$ cat src/rtl/pipeline_interlock.sv
`default_nettype none
// ============================================================================
// Module   : pipeline_interlock
// Brief    : IF/ID register with load-use stall and branch-flush interlock,
//            stall/flush performance counters and a sticky stall-timeout flag.
// Revision : 1.0 - initial release
// ============================================================================
module pipeline_interlock #(
  parameter int unsigned STALL_LIMIT = 4,
  parameter logic [31:0] NOP_INSTR   = 32'h00000013
) (
  input  logic        clk,
  input  logic        reset,
  input  logic        stall,
  input  logic        flush,
  input  logic [31:0] if_pc,
  input  logic [31:0] if_instruction,
  input  logic        if_valid,
  output logic [31:0] id_pc,
  output logic [31:0] id_instruction,
  output logic        id_valid,
  output logic        pc_write,
  output logic        idex_bubble,
  output logic [15:0] stall_count,
  output logic [15:0] flush_count,
  output logic        stall_timeout
);

  localparam int unsigned c_rl_w = $clog2(STALL_LIMIT + 1);
  localparam logic [c_rl_w-1:0] c_run_max  = c_rl_w'(STALL_LIMIT);
  localparam logic [c_rl_w-1:0] c_run_last = c_rl_w'(STALL_LIMIT - 1);

  localparam logic [1:0] c_st_run     = 2'd0;
  localparam logic [1:0] c_st_stalled = 2'd1;
  localparam logic [1:0] c_st_flushed = 2'd2;

  logic [1:0]        state_q, state_d;
  logic [31:0]       id_pc_q, id_pc_d;
  logic [31:0]       id_instr_q, id_instr_d;
  logic              id_valid_q, id_valid_d;
  logic [c_rl_w-1:0] run_len_q, run_len_d;
  logic [15:0]       stall_cnt_q, stall_cnt_d;
  logic [15:0]       flush_cnt_q, flush_cnt_d;
  logic              timeout_q, timeout_d;
  logic              w_stall_eff;

  // A stall against a bubble in ID has nothing to protect, and flush wins.
  assign w_stall_eff = stall & id_valid_q & ~flush;

  always_ff @(posedge clk) begin
    if (reset) begin
      state_q     <= c_st_run;
      id_pc_q     <= 32'd0;
      id_instr_q  <= NOP_INSTR;
      id_valid_q  <= 1'b0;
      run_len_q   <= '0;
      stall_cnt_q <= 16'd0;
      flush_cnt_q <= 16'd0;
      timeout_q   <= 1'b0;
    end else begin
      state_q     <= state_d;
      id_pc_q     <= id_pc_d;
      id_instr_q  <= id_instr_d;
      id_valid_q  <= id_valid_d;
      run_len_q   <= run_len_d;
      stall_cnt_q <= stall_cnt_d;
      flush_cnt_q <= flush_cnt_d;
      timeout_q   <= timeout_d;
    end
  end

  always_comb begin
    state_d = c_st_run;
    if (flush)
      state_d = c_st_flushed;
    else if (w_stall_eff)
      state_d = c_st_stalled;
  end

  always_comb begin
    pc_write    = ~reset & ~w_stall_eff;
    idex_bubble = reset | w_stall_eff | flush;
  end

  always_comb begin
    id_pc_d    = id_pc_q;
    id_instr_d = id_instr_q;
    id_valid_d = id_valid_q;
    if (flush) begin
      id_pc_d    = 32'd0;
      id_instr_d = NOP_INSTR;
      id_valid_d = 1'b0;
    end else if (!w_stall_eff) begin
      id_pc_d    = if_pc;
      id_instr_d = if_instruction;
      id_valid_d = if_valid;
    end
  end

  // Outside STALLED the run length is always zero, so a fresh stall starts at 1.
  always_comb begin
    run_len_d = '0;
    if (w_stall_eff) begin
      if (state_q != c_st_stalled)
        run_len_d = c_rl_w'(1);
      else if (run_len_q == c_run_max)
        run_len_d = run_len_q;
      else
        run_len_d = run_len_q + c_rl_w'(1);
    end
  end

  always_comb begin
    timeout_d   = timeout_q | (w_stall_eff & (run_len_q == c_run_last));
    stall_cnt_d = stall_cnt_q;
    flush_cnt_d = flush_cnt_q;
    if (w_stall_eff && stall_cnt_q != 16'hFFFF)
      stall_cnt_d = stall_cnt_q + 16'd1;
    if (flush && flush_cnt_q != 16'hFFFF)
      flush_cnt_d = flush_cnt_q + 16'd1;
  end

  assign id_pc          = id_pc_q;
  assign id_instruction = id_instr_q;
  assign id_valid       = id_valid_q;
  assign stall_count    = stall_cnt_q;
  assign flush_count    = flush_cnt_q;
  assign stall_timeout  = timeout_q;

endmodule
`default_nettype wire

$ cat config.mk
export PLATFORM = sky130hd
export DESIGN_NAME = pipeline_interlock
export DESIGN_NICKNAME = d
export VERILOG_FILES = /design/src/rtl/pipeline_interlock.sv
export SDC_FILE = /design/constraint.sdc
export NUM_CORES = 1
export LEC_CHECK = 0
export CAP_MARGIN = 10
export CELL_PAD_IN_SITES_DETAIL_PLACEMENT = 0
export CELL_PAD_IN_SITES_GLOBAL_PLACEMENT = 1
export CORE_MARGIN = 2
export CORE_UTILIZATION = 35
export CTS_CLUSTER_SIZE = 16
export DETAILED_ROUTE_END_ITERATION = 10
export DONT_BUFFER_PORTS = 1
export GPL_ROUTABILITY_DRIVEN = 0
export GPL_TIMING_DRIVEN = 0
export MAX_ROUTING_LAYER = met4
export PLACE_DENSITY = 0.74
export SYNTH_ARGS = -nofsm -noshare
export SYNTH_HDL_FRONTEND = slang
export SYNTH_SLANG_ARGS = --single-unit
export TNS_END_PERCENT = 50
$ cat constraint.sdc
create_clock -name clk -period 2.2 [get_ports clk]
set_input_delay 0.44 -clock clk [delete_from_list [all_inputs] [get_ports clk]]
set_output_delay 0.44 -clock clk [all_outputs]
set_load 0.03 [all_outputs]
---- Yosys cells after proc, flatten, opt, wreduce, memory -nomap -nowiden ----
Cells that the tools add are included.
cells by class
  eq/ne operators ......................... 6
  reductions and logical operators ........ 5
  bitwise gates (word level) .............. 10
  mux-type cells .......................... 4
  $add $sub $neg .......................... 3
operators with widths
  kind                   number
  $add 16x1->16 const B  2
  $ne 16x16->1 const B   2
  $and 1x1->1            4
  $reduce_or 2->1        2
  $add 3x1->3 const B    1
  $eq 3x2->1 const B     1
  $eq 3x3->1 const B     1
  $mux 1                 3
  $not 1->1              3
  $or 1x1->1             3
  $reduce_or 3->1        1
  $logic_and 1x1->1      2
  $mux 2                 1
  $ne 2x1->1 const B     1
  $ne 2x2->1 const B     1
word-level totals
  register bits ........................... 103
  bits of input ports ..................... 69
  logic and storage cells ................. 38
  output and inout port bits .............. 100

---- Depth between registers and ports, before layout ----
Gate-level depths: netlist of the first run.
  depth after elaboration ................. 4
  gate-level depth with buffers ........... 7
  gate-level depth less buffers ........... 5

---- Worst setup path before layout of the first run ----
OpenSTA, ideal clock, no wires.
  path type ............................... register to register
  start point ............................. register stall_cnt_q[0] (netlist: stall_count[0])
  end point ............................... register stall_cnt_q[14] (netlist: stall_count[14])
  required time ........................... 2129 ps
  stages on the path, launching flop included .. 7
  buffers on the path ..................... 1
  clock period less this slack ............ 2082 ps
  slack ................................... 118 ps
  arrival time ............................ 2011 ps
  library setup time ...................... 71 ps
  path through ............................ dfxtp_1 ha_1 nand4b_1 or3_1 buf_2 or4_1 a21oi_1
between the ends
  cells in the longest elaborated chain, start to end .. 2
  elaborated cells on any way between the ends .. 3
  classes of those cells .................. add/sub (1); eq/ne (1); reduce/logical (1)
RTL lines
  element                                                                line  RTL
  start: declaration                                                     42    logic [15:0] stall_cnt_q, stall_cnt_d;
  start signal: assignment                                               66    stall_cnt_q <= stall_cnt_d;
  parallel branches: the longest is 2 deep, another holds $add 16x1->16  n/a
Parallel ways; which one is timed is not known.
A chain may end at the register's enable or synchronous reset.

---- Worst setup path after layout of the first run ----
  start point ............................. register flush_cnt_q[4] (netlist: flush_count[4])
  end point ............................... register flush_cnt_q[10] (netlist: flush_count[10])
between the ends
  cells in the longest elaborated chain, start to end .. 2
  elaborated cells on any way between the ends .. 3
  classes of those cells .................. add/sub (1); eq/ne (1); reduce/logical (1)
RTL lines
  element                                                                line  RTL
  start: declaration                                                     43    logic [15:0] flush_cnt_q, flush_cnt_d;
  start signal: assignment                                               67    flush_cnt_q <= flush_cnt_d;
  parallel branches: the longest is 2 deep, another holds $add 16x1->16  n/a
Parallel ways; which one is timed is not known.

==> impl_metrics.toml, run 1 <==
[power]
power_density_mw_per_mm2 = 808
vdd_drop_max_mv = 0.511
leakagePower_nw = 1.72
power_mw = 3.77

[die]
coreArea_mm2 = 0.0114
start_util_pct = 35.9
boundaryPins = 169
dieWidth_um = 112
dieArea_mm2 = 0.0126
dieHeight_um = 112
rows = 39

[synthesis]
yosysTopAreaCellShare_pct = 50.3
yosysUniqueCellTypes = 41
synth_nets = 585
synth_warnings = 0
yosysMostFrequentCell = "nand2_1"
ys_seq_area_share_pct = 50.3
synth_enable_flop_cells = 0
syn_area_mm2 = 0.00410
async_reset_ff_share_pct = 0
ys.flop_type = "dfxtp_1"
syn_inst = 511
synth_commonest_cells = "nand2_1, dfxtp_1, a21oi_1"
ys_ff_latch = 103
avgSynthCellArea_um2 = 8.03
synth_area_leader_cell = "dfxtp_1"
synth_area_leaders = "dfxtp_1, nand2_1, a21oi_1"

[cts]
h-tree-depth = 3
clk_path_buf_depth = 2
cts_buffers = 9
worstSkewPairLatency_ns = 0.34
cts_tree = "built"
clkTransAtPathRegs_ns = 0.07
clock-sinks = 103
cts_hold_buf = 0
cts_root_buf = "clkbuf_16"

[timing]
fin_crit_sh_pct = 95.4
drv_slew = 0
clock_skew_ns = 0.00605
post-route-min-period_ns = 2.10
final-setup-viol-count = 0
finalHoldViolations = 0
fmax_mhz = 476
worst_pin_slew_ns = 0.692
slew_headroom_pct = 53.8
rsz0062_at_grt = "yes"

[worst_setup_path]
cp_slowest_cell = "dfxtp_1"
cp_slowest_stage_delay_ns = 0.63
worstPathMaxFanout = 7
crit_chain = "nand4_1 -> a2111oi_1 -> xnor2_1 -> nor2_1"
crit_required_ns = 2.41
start_kind = "flip-flop"
crit_type = "flip-flop to flip-flop"
crit_path_end_kind = "flip-flop"
critPathTopFamily = "flip-flops"
cp.arrival_ns = 2.30
crit_buf_inv = 0

[status]
outcome = "complete, no violations"

[drt]
vias_per_cell = 5.43
drc_errors = 0
vias = 3644
wl_um = 11100
antenna_left = 0
firstDrtPassIters = 6
drt_iter0_markers = 137
drt-wirelength-per-cell_um = 16.5

[worst_hold_path]
min_path_type = "input pin to flip-flop"

[grt]
track_usage_pct = 17.6
grt_pass1_vias = 3512
antenna_found_initial = 0
grt_max_degree = 19
gr-total-overflow = 0
grt_pass1_wl_um = 17500

[cells_and_area]
syn_to_final_growth_pct = 13.6
n_fill_cell = 1190
fin_area_mm2 = 0.00466
stdcell_count = 671
nets = 597
drive_above_1_share_pct = 8.71
diodes = 0

[placement]
dpl_cell_area_mm2 = 0.00428
dp.cells = 654
dpl.hpwl_um = 8010
io_buffer_count = 0

[run]
maxCapViolCount = 0
power by group:
part           switching, mW  internal, mW  leakage [nW]  total (mW)
registers              0.150          1.92         0.846        2.07
clock network          0.743         0.817         0.141        1.56
logic                 0.0933        0.0470         0.729       0.140
flip-flops by register name, indices dropped and copies added, names as in the netlist:
register and cells:
stall_count 16, id_pc 32, flush_count 16, id_instruction 32
state_q 2, run_len_q 3, stall_timeout 1, id_valid 1
layout make-up:
class	instances	area (um2)	area share (%)
multi-input cells	370	1950	41.9
well taps	143	179	3.84
repair buffers	1	7.51	0.161
clock buffers	10	239	5.13
plain buffers	32	130	2.79
inverters	6	22.5	0.483
clock inverters	6	53.8	1.15
flip-flops and latches	103	2080	44.6
metal layers:
layer,vias to the layer above,track usage [%],wire [um]
met1,1687,21.4,4800
met2,132,27.3,5200
met3,21,5.78,808
met4,0,6.67,274
met5,-,-,0
li1,1804,-,-
stage by stage:
stage / setup TNS, ns / util [%] / setup WS [ns] / hold WS, ns
finish: 0 / 40.8 / 0.101 / 0.230
global placement: -1.51 / 37.5 / -0.258 / 0.452
detailed placement: -4.14 / 37.5 / -0.316 / 0.482
floorplan: 0 / - / 0.118 / 0.444
CTS: 0 / 40.4 / 0.000131 / 0.216
global route: -0.215 / 40.8 / -0.0625 / 0.214
layout by cell type (no fill, tap or decap), drive strengths merged, types with 2 or more instances in the layout:
| cell type | instances |
|---|---|
| nand2 | 142 |
| dfxtp | 103 |
| a21oi | 79 |
| clkbuf | 36 |
| nor2 | 23 |
| nand3 | 16 |
| nand4 | 13 |
| o21ai | 9 |
| or3 | 8 |
| nor3 | 8 |
| inv | 8 |
| or4 | 7 |
| o31ai | 7 |
| buf | 7 |
| a31oi | 6 |
| nor2b | 5 |
| and4 | 5 |
| ha | 5 |
| nor4 | 5 |
| o21bai | 4 |
| xnor2 | 4 |
| and3 | 3 |
| clkinv | 3 |
| and3b | 2 |
| mux2 | 2 |
| a211oi | 2 |
| mux2i | 2 |
| a2111oi | 2 |
| or2 | 2 |
| o41ai | 2 |
path summary, 6_finish.rpt:
check                          from                end  slack (ns)  cells after the start
setup / recovery     flush_count[4]    flush_count[10]        0.10                      4
hold / removal    if_instruction[4]  id_instruction[4]        0.23                      2
setup reg to reg     flush_count[4]    flush_count[10]        0.10                      4
hold reg to reg          state_q[1]       run_len_q[0]        0.49                      1
logic make-up after synthesis:
logic type / count (synthesis) / share of synthesized area (%)
AOI/OAI and AO/OA: 114 / 15.5
xor gates and xnor gates: 5 / 1.07
buffers and inverters: 38 / 3.57
adders and majority gates: 5 / 1.52
and+or+nand+nor: 242 / 27.1
muxes: 4 / 1.04
DFF: 103 / 50.3
repair_timing:
action	CTS	global route
setup buffers	1	0
gates cloned	0	0
gates resized for setup	15	13
endpoints found under the setup margin	60	19
pin swaps	1	0
Power figures use the tool's default switching activity.
==> run 2: changes to the inputs <==
--- a/config.mk
+++ b/config.mk
@@ -9,14 +9,15 @@
 export CELL_PAD_IN_SITES_DETAIL_PLACEMENT = 0
 export CELL_PAD_IN_SITES_GLOBAL_PLACEMENT = 1
 export CORE_MARGIN = 2
-export CORE_UTILIZATION = 35
+export CORE_UTILIZATION = 40
 export CTS_CLUSTER_SIZE = 16
 export DETAILED_ROUTE_END_ITERATION = 10
 export DONT_BUFFER_PORTS = 1
 export GPL_ROUTABILITY_DRIVEN = 0
 export GPL_TIMING_DRIVEN = 0
 export MAX_ROUTING_LAYER = met4
-export PLACE_DENSITY = 0.74
+export PLACE_DENSITY = 0.82
+export SLEW_MARGIN = 40
 export SYNTH_ARGS = -nofsm -noshare
 export SYNTH_HDL_FRONTEND = slang
 export SYNTH_SLANG_ARGS = --single-unit
==> run 2 against run 1 <==
Utilization is 4.8 points higher. Wire length is 4.6% lower. Clock power is 29% lower. Worst hold slack worse by 0.034 ns. Final cell count is 1.8% lower. Register-to-register slack hardly changed. Critical endpoint is now flush_count[15]. Fmax is 0.17% lower. Sequential power hardly changed. Die area is 12% lower. Power is 12% lower. Combinational power hardly changed.
==> impl_metrics.toml, run 2 (same netlist as run 1, synthesis figures left out) <==
[status]
outcome = "complete, no violations"

[die]
coreArea_mm2 = 0.00986
boundaryPins = 169
dieArea_mm2 = 0.0111
start_util_pct = 41.6
dieHeight_um = 105
rows = 36
dieWidth_um = 105

[worst_setup_path]
crit_type = "flip-flop to flip-flop"
rr_worst_depth = 5
cp.arrival_ns = 2.40
crit_path_end_kind = "flip-flop"
crit_required_ns = 2.50
start_kind = "flip-flop"
worstPathMaxFanout = 8

[cells_and_area]
diodes = 0
drive_above_1_share_pct = 8.94
final_cell_mix = "nand2_1, dfxtp_1, a21oi_1"
layout_commonest_cell = "nand2_1"
stdcell_count = 659
syn_to_final_growth_pct = 9.79
nets = 595

[drt]
wl_met2_um = 4980
dr_wl_met3_um = 952
vias_per_cell = 5.46
dr.max_layer_used = "met4"
drt_iter0_markers = 218
firstDrtPassIters = 4
wl_um = 10600
drc_errors = 0
antenna_left = 0
wl_met1_um = 4530
vias = 3596
drt-wirelength-per-cell_um = 16.1

[cts]
clk_path_buf_depth = 2
clkTransAtPathRegs_ns = 0.11
clock-sinks = 103
cts_root_buf = "clkbuf_8"
worstSkewPairLatency_ns = 0.37
cts_buffers = 9
post-cts-setup-buffer-count = 0
h-tree-depth = 3
cts_tree = "built"

[grt]
grt_pass1_vias = 3345
track_usage_pct = 19.0
gr-total-overflow = 0
grt_max_degree = 19
grt_pass1_wl_um = 16600
antenna_found_initial = 0

[run]
maxCapViolCount = 0

[placement]
dpl.hpwl_um = 7770
io_buffer_count = 0
dp.cells = 644

[power]
vdd_drop_max_mv = 0.335
seq_power_share_pct = 62.6
leakagePower_nw = 1.64
power_mw = 3.30
pwr-share-comb_pct = 4.2
swShare_pct = 27.7
pwr-share-clk_pct = 33.2
p_int_mw = 2.39
power_density_mw_per_mm2 = 733
switchingPower_uw = 916

[timing]
finalHoldViolations = 0
post-route-min-period_ns = 2.10
rsz0062_at_grt = "yes"
drv_slew = 0
final-setup-viol-count = 0
holdWs_ns = 0.195
worst_pin_slew_ns = 0.625
clock_skew_ns = 0.0129
fin_crit_sh_pct = 95.6
fmax_mhz = 476
slew_headroom_pct = 58.3

[worst_hold_path]
holdPathStages = 2
min_path_type = "input pin to flip-flop"
run 2: power groups by stage:
stage / Combinational [mW] / Clock (mW) / Sequential (mW)
3_5_place_dp: 0.139 / 0 / 2.11
6_report: 0.139 / 1.10 / 2.07
5_1_grt: 0.159 / 1.21 / 2.07
2_1_floorplan: 0.107 / 0 / 2.10
4_1_cts: 0.140 / 1.14 / 2.07
3_3_place_gp: 0.133 / 0 / 2.11
run 2: worst paths after layout:
| kind | from | slack (ns) | end |
|---|---|---|---|
| max | flush_count[12] | 0.1 | flush_count[15] |
| min | if_instruction[13] | 0.20 | id_instruction[13] |
| max reg2reg | flush_count[12] | 0.1 | flush_count[15] |
| min reg2reg | state_q[1] | 0.50 | run_len_q[0] |
run 2: what timing repair did:
action | CTS | global route
endpoints found under the hold margin | 0 | 0
hold buffers | 0 | 0
endpoints found under the setup margin | 58 | 16
resized for setup | 15 | 12
cloned | 0 | 0
pin swaps | 0 | 2
run 2: layout make-up:
type,count,area (um2)
tap,133,166
inverter,6,22.5
fill,989,5360
multi-input combinational,370,1930
clock buffer,9,124
buffer,31,125
clock inverter,7,53.8
sequential,103,2080
run 2: critical path: stages (launching register included):
cell and delay (ns):
dfxtp_1 0.52, clkbuf_1 0.33, nand4_1 0.33, nor4_2 0.51
and3b_1 0.23, nor3_1 0.11
run 2: metrics by stage:
stage | instance area (um2) | setup slack, ns | setup TNS, ns | utilization (%)
floorplan | 4100 | 0.118 | 0 | -
global placement | 4270 | -0.177 | -1.32 | 43.3
detailed placement | 4270 | -0.228 | -3.07 | 43.3
CTS | 4470 | 0.0111 | 0 | 45.3
global route | 4500 | -0.110 | -0.280 | 45.7
finish | 4500 | 0.0973 | 0 | 45.7
run 2: routing by layer:
metal / vias to the layer above / GRT usage [%]
li1: 1787 / -
met1: 1656 / 23.0
met2: 140 / 29.9
met3: 13 / 6.49
met4: 0 / 5.43
met5: - / -
==> RTL edit (settings of run 2) <==
Set the parameter `STALL_LIMIT` to 2 (it was 4).
--- a/src/rtl/pipeline_interlock.sv
+++ b/src/rtl/pipeline_interlock.sv
@@ -6,7 +6,7 @@
 // Revision : 1.0 - initial release
 // ============================================================================
 module pipeline_interlock #(
-  parameter int unsigned STALL_LIMIT = 4,
+  parameter int unsigned STALL_LIMIT = 2,
   parameter logic [31:0] NOP_INSTR   = 32'h00000013
 ) (
   input  logic        clk,
Function: changed (a bounded check fails within 4 cycles, from zero or initial values and one cycle with reset high).
==> RTL edit against run 2 <==
- clock skew fell by 0.0019 ns
- utilization up 0.075 points
- setup slack better by 0.0062 ns
- final area fell by 0.75%
- cell count down 1.1%
- power grew 0.76%
- sequential cell count fell by 1
- synthesized area down 1.7%
- synthesized cell count fell by 2.0%
- routed wire length down 0.62%
- highest routed layer unchanged
==> RTL edit: results (changes against run 2) <==
<table>
<tr><th>Metric</th><th>Value</th></tr>
<tr><th colspan="2">Status</th></tr>
<tr><td>Outcome</td><td>completed (unchanged)</td></tr>
<tr><th colspan="2">Global route</th></tr>
<tr><td>Via count of the first global-routing pass</td><td>3449 (was 3345)</td></tr>
<tr><td>Largest net degree at the start of global routing</td><td>18 (was 19)</td></tr>
<tr><td>M1 GR Usage</td><td>23.8% (was 23.0%)</td></tr>
<tr><td>Global Route met3 Usage</td><td>4.39% (was 6.49%)</td></tr>
<tr><td>Total GRT Usage</td><td>19.7% (was 19.0%)</td></tr>
<tr><td>Wire length of the first global-routing pass</td><td>17.1 mm (was 16.6 mm)</td></tr>
<tr><th colspan="2">Hold path</th></tr>
<tr><td>Worst hold path startpoint</td><td>if_valid (was if_instruction[13])</td></tr>
<tr><th colspan="2">STA</th></tr>
<tr><td>Slew margin rel.</td><td>57.7% (was 58.3%)</td></tr>
<tr><th colspan="2">Logic synthesis</th></tr>
<tr><td>Nets in the synthesized netlist</td><td>574 (was 585)</td></tr>
<tr><td>Count of distinct cell types in the synthesized netlist</td><td>35 (was 41)</td></tr>
<tr><td>Area fraction in compound gates after synthesis</td><td>16.8% (was 15.5%)</td></tr>
<tr><td>Adder-cell area share of the yosys netlist</td><td>1.24% (was 1.52%)</td></tr>
<tr><td>Post-Synth XOR/XNOR Area</td><td>0.217% (was 1.07%)</td></tr>
<tr><td>Leading post-synthesis cells by cell area</td><td>sky130_fd_sc_hd__dfxtp_1 51%, sky130_fd_sc_hd__nand2_1 13%, sky130_fd_sc_hd__a21oi_1 11% (was sky130_fd_sc_hd__dfxtp_1 50%, sky130_fd_sc_hd__nand2_1 13%, sky130_fd_sc_hd__a21oi_1 9.6%)</td></tr>
<tr><th colspan="2">Clock network</th></tr>
<tr><td>Number of cells upsized or downsized after cts</td><td>11 (was 15)</td></tr>
<tr><td>Latest clock arrival within the worst-skew pair</td><td>0.35 ns (was 0.37 ns)</td></tr>
<tr><th colspan="2">Finish</th></tr>
<tr><td>Final layout net count</td><td>587 (was 595)</td></tr>
<tr><td>Share of post-route cells with drive strength above 1</td><td>9.63% (was 8.94%)</td></tr>
<tr><th colspan="2">Routing</th></tr>
<tr><td>Post-detailed-routing wire length</td><td>10.5 mm (was 10.6 mm)</td></tr>
<tr><td>DRC marker count from the first detailed-route iteration</td><td>182 (was 218)</td></tr>
<tr><th colspan="2">Power and ir drop</th></tr>
<tr><td>Worst supply voltage drop on vdd</td><td>0.352 mV (was 0.335 mV)</td></tr>
<tr><th colspan="2">Worst setup path</th></tr>
<tr><td>Reg2Reg Capture Point</td><td>stall_count[14] (was flush_count[15])</td></tr>
<tr><th colspan="2">Placement</th></tr>
<tr><td>Placement-stage cell area</td><td>0.00420 mm² (was 0.00427 mm²)</td></tr>
<tr><td>DP Wirelength</td><td>7.57 mm (was 7.77 mm)</td></tr>
</table>
RTL edit: how the worst max path moves through the flow:
stage / end / depth (start not counted)
after floorplan: stall_count[14] / 6
after global placement: flush_count[5] / 7
after detailed placement: flush_count[2] / 7
after CTS: stall_count[14] / 5
after global routing: flush_count[5] / 5
final: stall_count[14] / 5
RTL edit: worst max-delay path, stage by stage, from the launching register on:
cell and delay, ns:
sky130_fd_sc_hd__dfxtp_1 0.64, sky130_fd_sc_hd__nand3_1 0.22, sky130_fd_sc_hd__or3_1 0.34, sky130_fd_sc_hd__buf_2 0.17, sky130_fd_sc_hd__or4_1 0.51, sky130_fd_sc_hd__a21oi_1 0.15
RTL edit: final cells by class:
class	instances	area (µm²)	share of cell area [%]
multi-input combinational	358	1870	41.7
buffer	33	131	2.94
tap	133	166	3.72
inverter	7	26.3	0.588
clock buffer	11	151	3.39
clock inverter	5	40.0	0.896
sequential	102	2070	46.2
timing repair buffer	3	22.5	0.504
RTL edit: per-stage QoR:
stage	cells	TNS, ns	hold WS [ns]	worst slack (ns)	total power (W)
2_1_floorplan	501	0	0.417	0.160	0.00219
4_1_cts	650	0	0.186	0.000242	0.00338
3_3_place_gp	634	-2.96	0.424	-0.263	0.00223
6_report	652	0	0.206	0.103	0.00333
5_1_grt	652	0	0.188	0.00226	0.00347
3_5_place_dp	634	-3.53	0.437	-0.314	0.00223
RTL edit: kinds of logic after synthesis:
family / Yosys count
and+or+nand+nor: 228
adders and majority gates: 4
xor gates and xnor gates: 1
muxes: 4
AOI/OAI and AO/OA: 121
DFF: 102
buffers and inverters: 41
RTL edit: power by group:
part / internal (W) / switching [W] / leakage [nW]
clock: 0.000485 / 0.000655 / 0.100
combinational: 0.0000462 / 0.0000931 / 0.694
sequential: 0.00190 / 0.000151 / 0.840
